**config.mk**
```make
export PLATFORM = sky130hd
export DESIGN_NAME = alu_datapath
export DESIGN_NICKNAME = d
export VERILOG_FILES = /design/src/rtl/alu_pkg.sv /design/src/rtl/alu_addsub.sv /design/src/rtl/alu_datapath.sv
export SDC_FILE = /design/constraint.sdc
export NUM_CORES = 1
export LEC_CHECK = 0
export BUFFER_PORTS_ARGS = -buffer_cell sky130_fd_sc_hd__buf_2
export CAP_MARGIN = 25
export CORE_MARGIN = 4
export CORE_UTILIZATION = 53
export CTS_CLUSTER_SIZE = 28
export DETAILED_ROUTE_END_ITERATION = 8
export PLACE_DENSITY = 0.77
export SLEW_MARGIN = 20
export SYNTH_ARGS = -nofsm -noshare
export SYNTH_HDL_FRONTEND = slang
export SYNTH_SLANG_ARGS = --single-unit
```
**constraint.sdc**
```tcl
create_clock -name clk -period 2.9 [get_ports clk]
set_clock_uncertainty 0.1 [all_clocks]
set_input_delay 0.145 -clock clk [delete_from_list [all_inputs] [get_ports clk]]
set_output_delay 0.145 -clock clk [all_outputs]
set_load 0.02 [all_outputs]
```
**src/rtl/alu_pkg.sv**
```systemverilog
// Shared micro-op encoding for the 8-bit ALU control unit and its datapath.
// Also holds the helper that flags micro-op pairs the datapath refuses to execute.
package alu_pkg;

   localparam int C_LDQ   = 0;
   localparam int C_LDM   = 1;
   localparam int C_ADDA  = 2;
   localparam int C_SUB   = 3;
   localparam int C_SETQ0 = 4;
   localparam int C_SHIFT = 5;
   localparam int C_OUTA  = 6;
   localparam int C_OUTQ  = 7;
   localparam int C_CLR   = 8;
   localparam int C_SHR   = 9;
   localparam int C_ADDQ  = 10;
   localparam int NUM_C   = 11;

   typedef enum logic [1:0] {
      OP_DIV = 2'b00,
      OP_MUL = 2'b01,
      OP_SUB = 2'b10,
      OP_ADD = 2'b11
   } op_t;

   // Pairs that would fight over the same register in one cycle.
   function automatic logic illegalCombo(input logic [NUM_C-1:0] cv);
      return (cv[C_ADDA]  & cv[C_ADDQ])  |
             (cv[C_ADDA]  & cv[C_SHIFT]) |
             (cv[C_SHIFT] & cv[C_ADDQ])  |
             (cv[C_LDQ]   & cv[C_SHIFT]) |
             (cv[C_SETQ0] & cv[C_SHIFT]);
   endfunction

endpackage

```
**src/rtl/alu_addsub.sv**
```systemverilog
// Combinational two's-complement adder/subtractor with signed overflow detect.
module alu_addsub #(
   parameter int WIDTH = 8
) (
   input  logic [WIDTH-1:0] a,
   input  logic [WIDTH-1:0] b,
   input  logic             sub,
   output logic [WIDTH-1:0] sum,
   output logic             ovf
);

   logic [WIDTH-1:0] opnd;

   // Overflow is judged against the original b so that a - MIN is caught.
   always_comb begin
      opnd = sub ? (~b + 1'b1) : b;
      sum  = a + opnd;
      if (sub) begin
         ovf = (a[WIDTH-1] != b[WIDTH-1]) && (sum[WIDTH-1] != a[WIDTH-1]);
      end else begin
         ovf = (a[WIDTH-1] == b[WIDTH-1]) && (sum[WIDTH-1] != a[WIDTH-1]);
      end
   end

endmodule

```
**src/rtl/alu_datapath.sv**
```systemverilog
// A/Q/M register datapath executing the control unit's micro-op vector each cycle,
// covering add, sub, Booth multiply and restoring divide, plus serial in/out.
module alu_datapath
   import alu_pkg::*;
#(
   parameter int WIDTH = 8,
   parameter int CNT_W = 3
) (
   input  logic             clk,
   input  logic             rst,
   input  logic [NUM_C-1:0] c,
   input  logic [WIDTH-1:0] inbus,
   output logic [WIDTH-1:0] outbus,
   output logic             out_valid,
   output logic             q_zero,
   output logic             q_minus_one,
   output logic             a_seven,
   output logic             cnt_7,
   output logic             ovf,
   output logic             err
);

   logic [WIDTH-1:0] regA_q, regA_d, regQ_q, regQ_d, regM_q, regM_d;
   logic [WIDTH-1:0] outbus_q, outbus_d;
   logic [CNT_W-1:0] cnt_q, cnt_d;
   logic             qm1_q, qm1_d, outValid_q, outValid_d;
   logic             ovf_q, ovf_d, err_q, err_d;
   logic [WIDTH-1:0] sumA, sumQ;
   logic             ovfQ, unusedOvfA, illegal;

   alu_addsub #(.WIDTH(WIDTH)) uAddA (
      .a(regA_q), .b(regM_q), .sub(c[C_SUB]), .sum(sumA), .ovf(unusedOvfA)
   );

   alu_addsub #(.WIDTH(WIDTH)) uAddQ (
      .a(regQ_q), .b(regM_q), .sub(c[C_SUB]), .sum(sumQ), .ovf(ovfQ)
   );

   assign illegal = illegalCombo(c);

   // Loads and clears are applied last so they override arithmetic in the same cycle.
   always_comb begin
      regA_d     = regA_q;
      regQ_d     = regQ_q;
      regM_d     = regM_q;
      qm1_d      = qm1_q;
      cnt_d      = cnt_q;
      ovf_d      = ovf_q;
      err_d      = err_q | illegal;
      outbus_d   = outbus_q;
      outValid_d = c[C_OUTA] | c[C_OUTQ];
      if (c[C_OUTQ]) begin
         outbus_d = regQ_q;
      end else if (c[C_OUTA]) begin
         outbus_d = regA_q;
      end
      if (!illegal) begin
         if (c[C_ADDA]) begin
            regA_d = sumA;
         end
         if (c[C_ADDQ]) begin
            regQ_d = sumQ;
            ovf_d  = ovfQ;
         end
         if (c[C_SHIFT]) begin
            if (c[C_SHR]) begin
               {regA_d, regQ_d, qm1_d} = {regA_q[WIDTH-1], regA_q, regQ_q};
            end else begin
               {regA_d, regQ_d} = {regA_q[WIDTH-2:0], regQ_q, 1'b0};
            end
            cnt_d = cnt_q + 1'b1;
         end
         if (c[C_SETQ0]) begin
            regQ_d[0] = 1'b1;
         end
         if (c[C_LDQ]) begin
            regQ_d = inbus;
            regA_d = '0;
            qm1_d  = 1'b0;
         end
         if (c[C_LDM]) begin
            regM_d = inbus;
            cnt_d  = '0;
         end
         if (c[C_CLR]) begin
            regA_d = '0;
            qm1_d  = 1'b0;
            cnt_d  = '0;
         end
      end
   end

   always_ff @(posedge clk) begin
      if (rst) begin
         regA_q     <= '0;
         regQ_q     <= '0;
         regM_q     <= '0;
         qm1_q      <= 1'b0;
         cnt_q      <= '0;
         ovf_q      <= 1'b0;
         err_q      <= 1'b0;
         outbus_q   <= '0;
         outValid_q <= 1'b0;
      end else begin
         regA_q     <= regA_d;
         regQ_q     <= regQ_d;
         regM_q     <= regM_d;
         qm1_q      <= qm1_d;
         cnt_q      <= cnt_d;
         ovf_q      <= ovf_d;
         err_q      <= err_d;
         outbus_q   <= outbus_d;
         outValid_q <= outValid_d;
      end
   end

   assign outbus      = outbus_q;
   assign out_valid   = outValid_q;
   assign q_zero      = regQ_q[0];
   assign q_minus_one = qm1_q;
   assign a_seven     = regA_q[WIDTH-1];
   assign cnt_7       = (cnt_q == CNT_W'(WIDTH - 1));
   assign ovf         = ovf_q;
   assign err         = err_q;

endmodule

```
After elaboration in Yosys (flattened, before gate mapping)
Index checks and enable logic that the tools add are counted.
Widths: inputs -> output; s select.
{"block": "word_totals", "mem_bits_rw": 0, "ff_bits": 39, "word_cells": 71, "mem_count": 0, "latch_bits": 0, "mem_bits_ro": 0, "in_bits": 21, "out_inout_bits": 15}
{"block": "op_classes", "mux": 21, "n_lt_le_gt_ge": 0, "n_div": 0, "add_sub_neg": 4, "bitwise": 13, "n_reduce_logical": 17, "shifts": 0, "mul": 0, "n_eq_ne": 5}
{"cell": "$mux 8", "count": 12}
{"cell": "$add 8x8->8", "count": 2}
{"cell": "$reduce_and 2->1", "count": 6}
{"cell": "$reduce_bool 3->1", "count": 4}
{"cell": "$mux 3", "count": 3}
{"cell": "$add 8x1->8 const B", "count": 1}
{"cell": "$not 8->8", "count": 1}
{"cell": "$reduce_bool 4->1", "count": 2}
{"cell": "$mux 1", "count": 6}
{"cell": "$or 1x1->1", "count": 6}
{"cell": "$reduce_and 3->1", "count": 2}
{"cell": "$and 1x1->1", "count": 5}
{"cell": "$ne 4x4->1 const B", "count": 1}
{"cell": "$add 3x1->3 const B", "count": 1}
{"cell": "$eq 3x3->1 const B", "count": 1}
{"cell": "$logic_and 1x1->1", "count": 2}
{"cell": "$ne 1x1->1", "count": 2}
{"cell": "$reduce_bool 2->1", "count": 1}
{"cell": "$eq 1x1->1", "count": 1}
{"cell": "$not 1->1", "count": 1}

Logic depth before layout (Yosys ltp)
{"block": "logic_depth", "ltp_word": 8, "ltp_mapped": 12, "mapped_depth_nobuf": 12}

Modules after synthesis
Synthesis repeated with hierarchy kept, for this count alone.
{"block": "unflattened", "cells_unflattened": 342, "area_unflattened_um2": 2971.6}
{"mod": "alu_datapath", "area_per_inst_um2": 2073.2, "cells_each": 234, "instances": 1, "seq_area_each_um2": 780.7}
{"mod": "alu_addsub", "area_per_inst_um2": 449.2, "cells_each": 54, "instances": 2, "seq_area_each_um2": 0.0}

Worst setup path after synthesis
No wires, ideal clock.
{"block": "synth_path", "path_kind": "register to register", "from": "register regM_q[0]", "to": "register regA_q[7]", "n_path_buf": 0, "stages_incl_launch_ff": 11, "period_less_slack_ns": 2.815, "arrival_ns": 2.587, "setup_time_ns": 0.127, "t_required_ns": 2.673, "slack_ns": 0.085, "path_cell_list": "dfxtp_1 or3_2 nand2_1 xnor2_1 ha_1 a21o_1 a21oi_1 a21oi_1 or4b_2 o2111ai_1 a31oi_1"}
{"block": "synth_via", "elab_chain_cells": 8}
{"element": "start: declaration", "line": "alu_datapath.sv:23", "rtl": "logic [WIDTH-1:0] regA_q, regA_d, regQ_q, regQ_d, regM_q, regM_d;"}
{"element": "start signal: assignment", "line": "alu_datapath.sv:107", "rtl": "regM_q <= regM_d;"}
{"element": "$not 8->8", "line": "alu_addsub.sv:16", "rtl": "opnd = sub ? (~b + 1'b1) : b;"}
{"element": "$add 8x1->8", "line": "alu_addsub.sv:16"}
{"element": "$mux 8 (*)", "line": "alu_addsub.sv:16"}
{"element": "$add 8x8->8 (*)", "line": "alu_addsub.sv:17", "rtl": "sum = a + opnd;"}
{"element": "$mux 8 (*)", "line": "alu_datapath.sv:58", "rtl": "if (c[C_ADDA]) begin"}
{"element": "$mux 8 (*)", "line": "alu_datapath.sv:65", "rtl": "if (c[C_SHIFT]) begin"}
{"element": "$mux 8 (*)", "line": "alu_datapath.sv:76", "rtl": "if (c[C_LDQ]) begin"}
{"element": "$mux 8 (*)", "line": "alu_datapath.sv:85", "rtl": "if (c[C_CLR]) begin"}
{"element": "end signal: assignment", "line": "alu_datapath.sv:105", "rtl": "regA_q <= regA_d;"}
{"element": "end: declaration", "line": "alu_datapath.sv:23"}
Mark *: on every way between the ends. The rest lies on a longest branch, timed or not. The select of a mux whose other input is x is not followed.
A chain may end at the register's enable or synchronous reset.

Worst setup path in the final report
{"block": "layout_path", "from": "register regM_q[1]", "to": "register regA_q[7]"}
Same word-level chain as after synthesis.

==> metrics.txt <==
worst hold start=inbus[7]; first-pass GRT wire length=12,000 um; Seq/Total Area, Yosys=0.278; Hold Crit Class=in -> reg; Total GRT Usage=0.237; CP max stage delay=around 670 ps; slowest CP cell=or4b_2; total grt overflow=0; synthesized area=between 0.002 and 0.003 mm^2; actual slew at the worst max-slew pin=~730 ps; routability cong.=roughly 0.90; Die ar.=approximately 0.0065 mm^2; Routed WL=between 7000 and 8000 um; core box area=slightly above 0.005 mm^2; reg2reg end=regA_q[7]; Filler Cell Count=roughly 470; warnings from Yosys=0; CTS buffer count=5; Vias per Instance=approximately 5.9; fmax=roughly 0.36 GHz; Post-Syn Nets=397; initial DRC count=approximately 220; Rel. slew slack=0.513; Max VDD drop=between 0.3 and 0.4 mV; Seq cells post-synth=39; Period minus WS final=between 2000 and 3000 ps; nets=430; hold path endpoint=regM_q[7]; n_diodes=0; critical path data arrival time=2860 ps; final cycle utilization of the critical path=0.959; share of cells above drive strength 1=0.210; drt first pass iters=5; crit end category=register; critical-path cell list=inv_1 -> ha_2 -> nand2b_1 -> o41ai_2 -> xnor2_1 -> ha_1 -> nand2_1 -> a21oi_1 -> or4b_2 -> o2111ai_1 -> a31oi_1; dpl cells=~450; CP max FO=5; Clock Tree Buf Depth=2; Rows=26; startpoint type of the worst setup path=register; mean area per synthesized cell=just under 8 um^2; fin. max-slew vios=0; DRC=0; H-tree levels=2; Starting Density=0.550; PwrDens=about 410 mW/mm^2; commonest non-fill, non-tap cell in the layout=nor2_1; Die Ht=a little over 80 um; reg2reg start=regM_q[1]; CTS sink count=39; Setup-failing EPs final=0; P&R area growth vs syn=16.3%; synth top area cells=dfxtp_1, ha_1, a21oi_1, mux2i_1, nor2_1; RSZ-0062 raised after global routing=true; port bufs=35; asr flop ratio synth=0; Req. time, crit path=roughly 3000 ps; Synth top area share=0.278; top cell type by total area after synthesis=dfxtp_1; clk_lat worst skew=about 300 ps; Die Span X=80.8 um; largest net degree at the start of global routing=39; WS Path Type=reg -> reg; vias in the first global route=between 2,000 and 2,500; I/O pin count=36; hold path cells=3; Worst-path clk slew=approximately 80 ps; Wirelength per Cell=roughly 16 um; number of max-cap violations=0; most frequent cells in the layout=nor2_1, dfxtp_1, a21oi_1, buf_2, nand2_1; Worst Reg-to-Reg Cells=11; DR vias=~2,700; hpwl dp=~5600 um; P_leak=around 0.0014 uW; CTS tree=yes; Netlist cell types=53; Final Hold Viols=0; Root Driver=clkbuf_8; Post-synth EDFFs=0; Detail Route Antenna Nets=0; r2r setup slk=120 ps; run status=completed; Post-Layout Cell Count=460; Mapped Cells=356; initial antenna violation count=0; TNS Setup=0 ps; Layout Utilization=0.640; top_reg_cell synth=dfxtp_1
cell usage after synthesis, drive strengths merged (3+ instances only):
cell type,n
a2111oi,7
a211oi,15
a21o,5
a21oi,37
a22oi,3
a31oi,3
buf,3
clkbuf,21
dfxtp,39
ha,18
inv,16
mux2i,18
nand2,26
nand2b,7
nand3,8
nand4,3
nor2,42
nor2b,7
nor3,5
nor3b,3
nor4,3
o211ai,5
o21ai,13
o31ai,4
xnor2,12
xor2,5
metal layers:
metal / part of all wire / track usage
met3: 0.059 / 0.0366
met4: 0.011 / 0.0642
met2: 0.50 / 0.415
met1: 0.42 / 0.302
met5: 0 / 0
cells by family after synthesis:
group,synth area share
xor+xnor,0.0557
flops,0.278
buf+inv,0.0574
compound gates,0.245
mux,0.0681
fa+ha+maj,0.0944
simple gates,0.201
per-stage QoR:
stage,instance area [um^2],worst slack [ps],hold WS (ps),power [uW]
global route,3270,-56.2,3.96,1420
floorplan,2810,85.2,192,845
finish,3270,119,4.32,1350
detailed placement,3050,26.6,320,941
global placement,3050,53.6,316,932
CTS,3150,10.2,3.36,1330
critical path, delay by kind of cell (launching register included):
kind	cells	cell delay, ps
xor+xnor	1	220
flops	1	330
fa+ha+maj	2	550
compound gates	4	490
buf+inv	1	100
simple gates	3	880
worst max-delay path by stage:
stage | start | to
after floorplan | regM_q[0] | regA_q[7]
after CTS | regM_q[0] | regA_q[7]
after global placement | regM_q[0] | regA_q[7]
final | regM_q[1] | regA_q[7]
after detailed placement | regM_q[0] | regA_q[7]
after global routing | regM_q[1] | regA_q[7]
where the power goes:
part           leakage, uW  internal, uW  switching, uW
registers         0.000319           559           28.9
clock network    0.0000484           195            200
logic              0.00104           154            215
timing repair:
action                                  CTS  global route
hold endpoints to repair                  0             1
setup buffers                             0             3
resized for setup                         1            19
hold buffers                              0             1
pin swaps                                 0             4
endpoints found under the setup margin    1             5
registers in the layout, indices dropped and copies added, names as in the netlist:
signal,cells
regQ_q,8
err,1
ovf,1
regA_q,8
regM_q,8
outbus,8
cnt_q,3
out_valid,1
q_minus_one,1
cell type report:
class | count | area (um^2) | area share
flip-flops and latches | 39 | 783 | 0.240
repair buffers | 50 | 290 | 0.0889
inverters | 16 | 60.1 | 0.0184
clock buffers | 7 | 86.3 | 0.0264
well taps | 70 | 87.6 | 0.0268
clock inverters | 1 | 8.76 | 0.00268
multi-input cells | 277 | 1950 | 0.597
(Power assumes the default switching activity.)
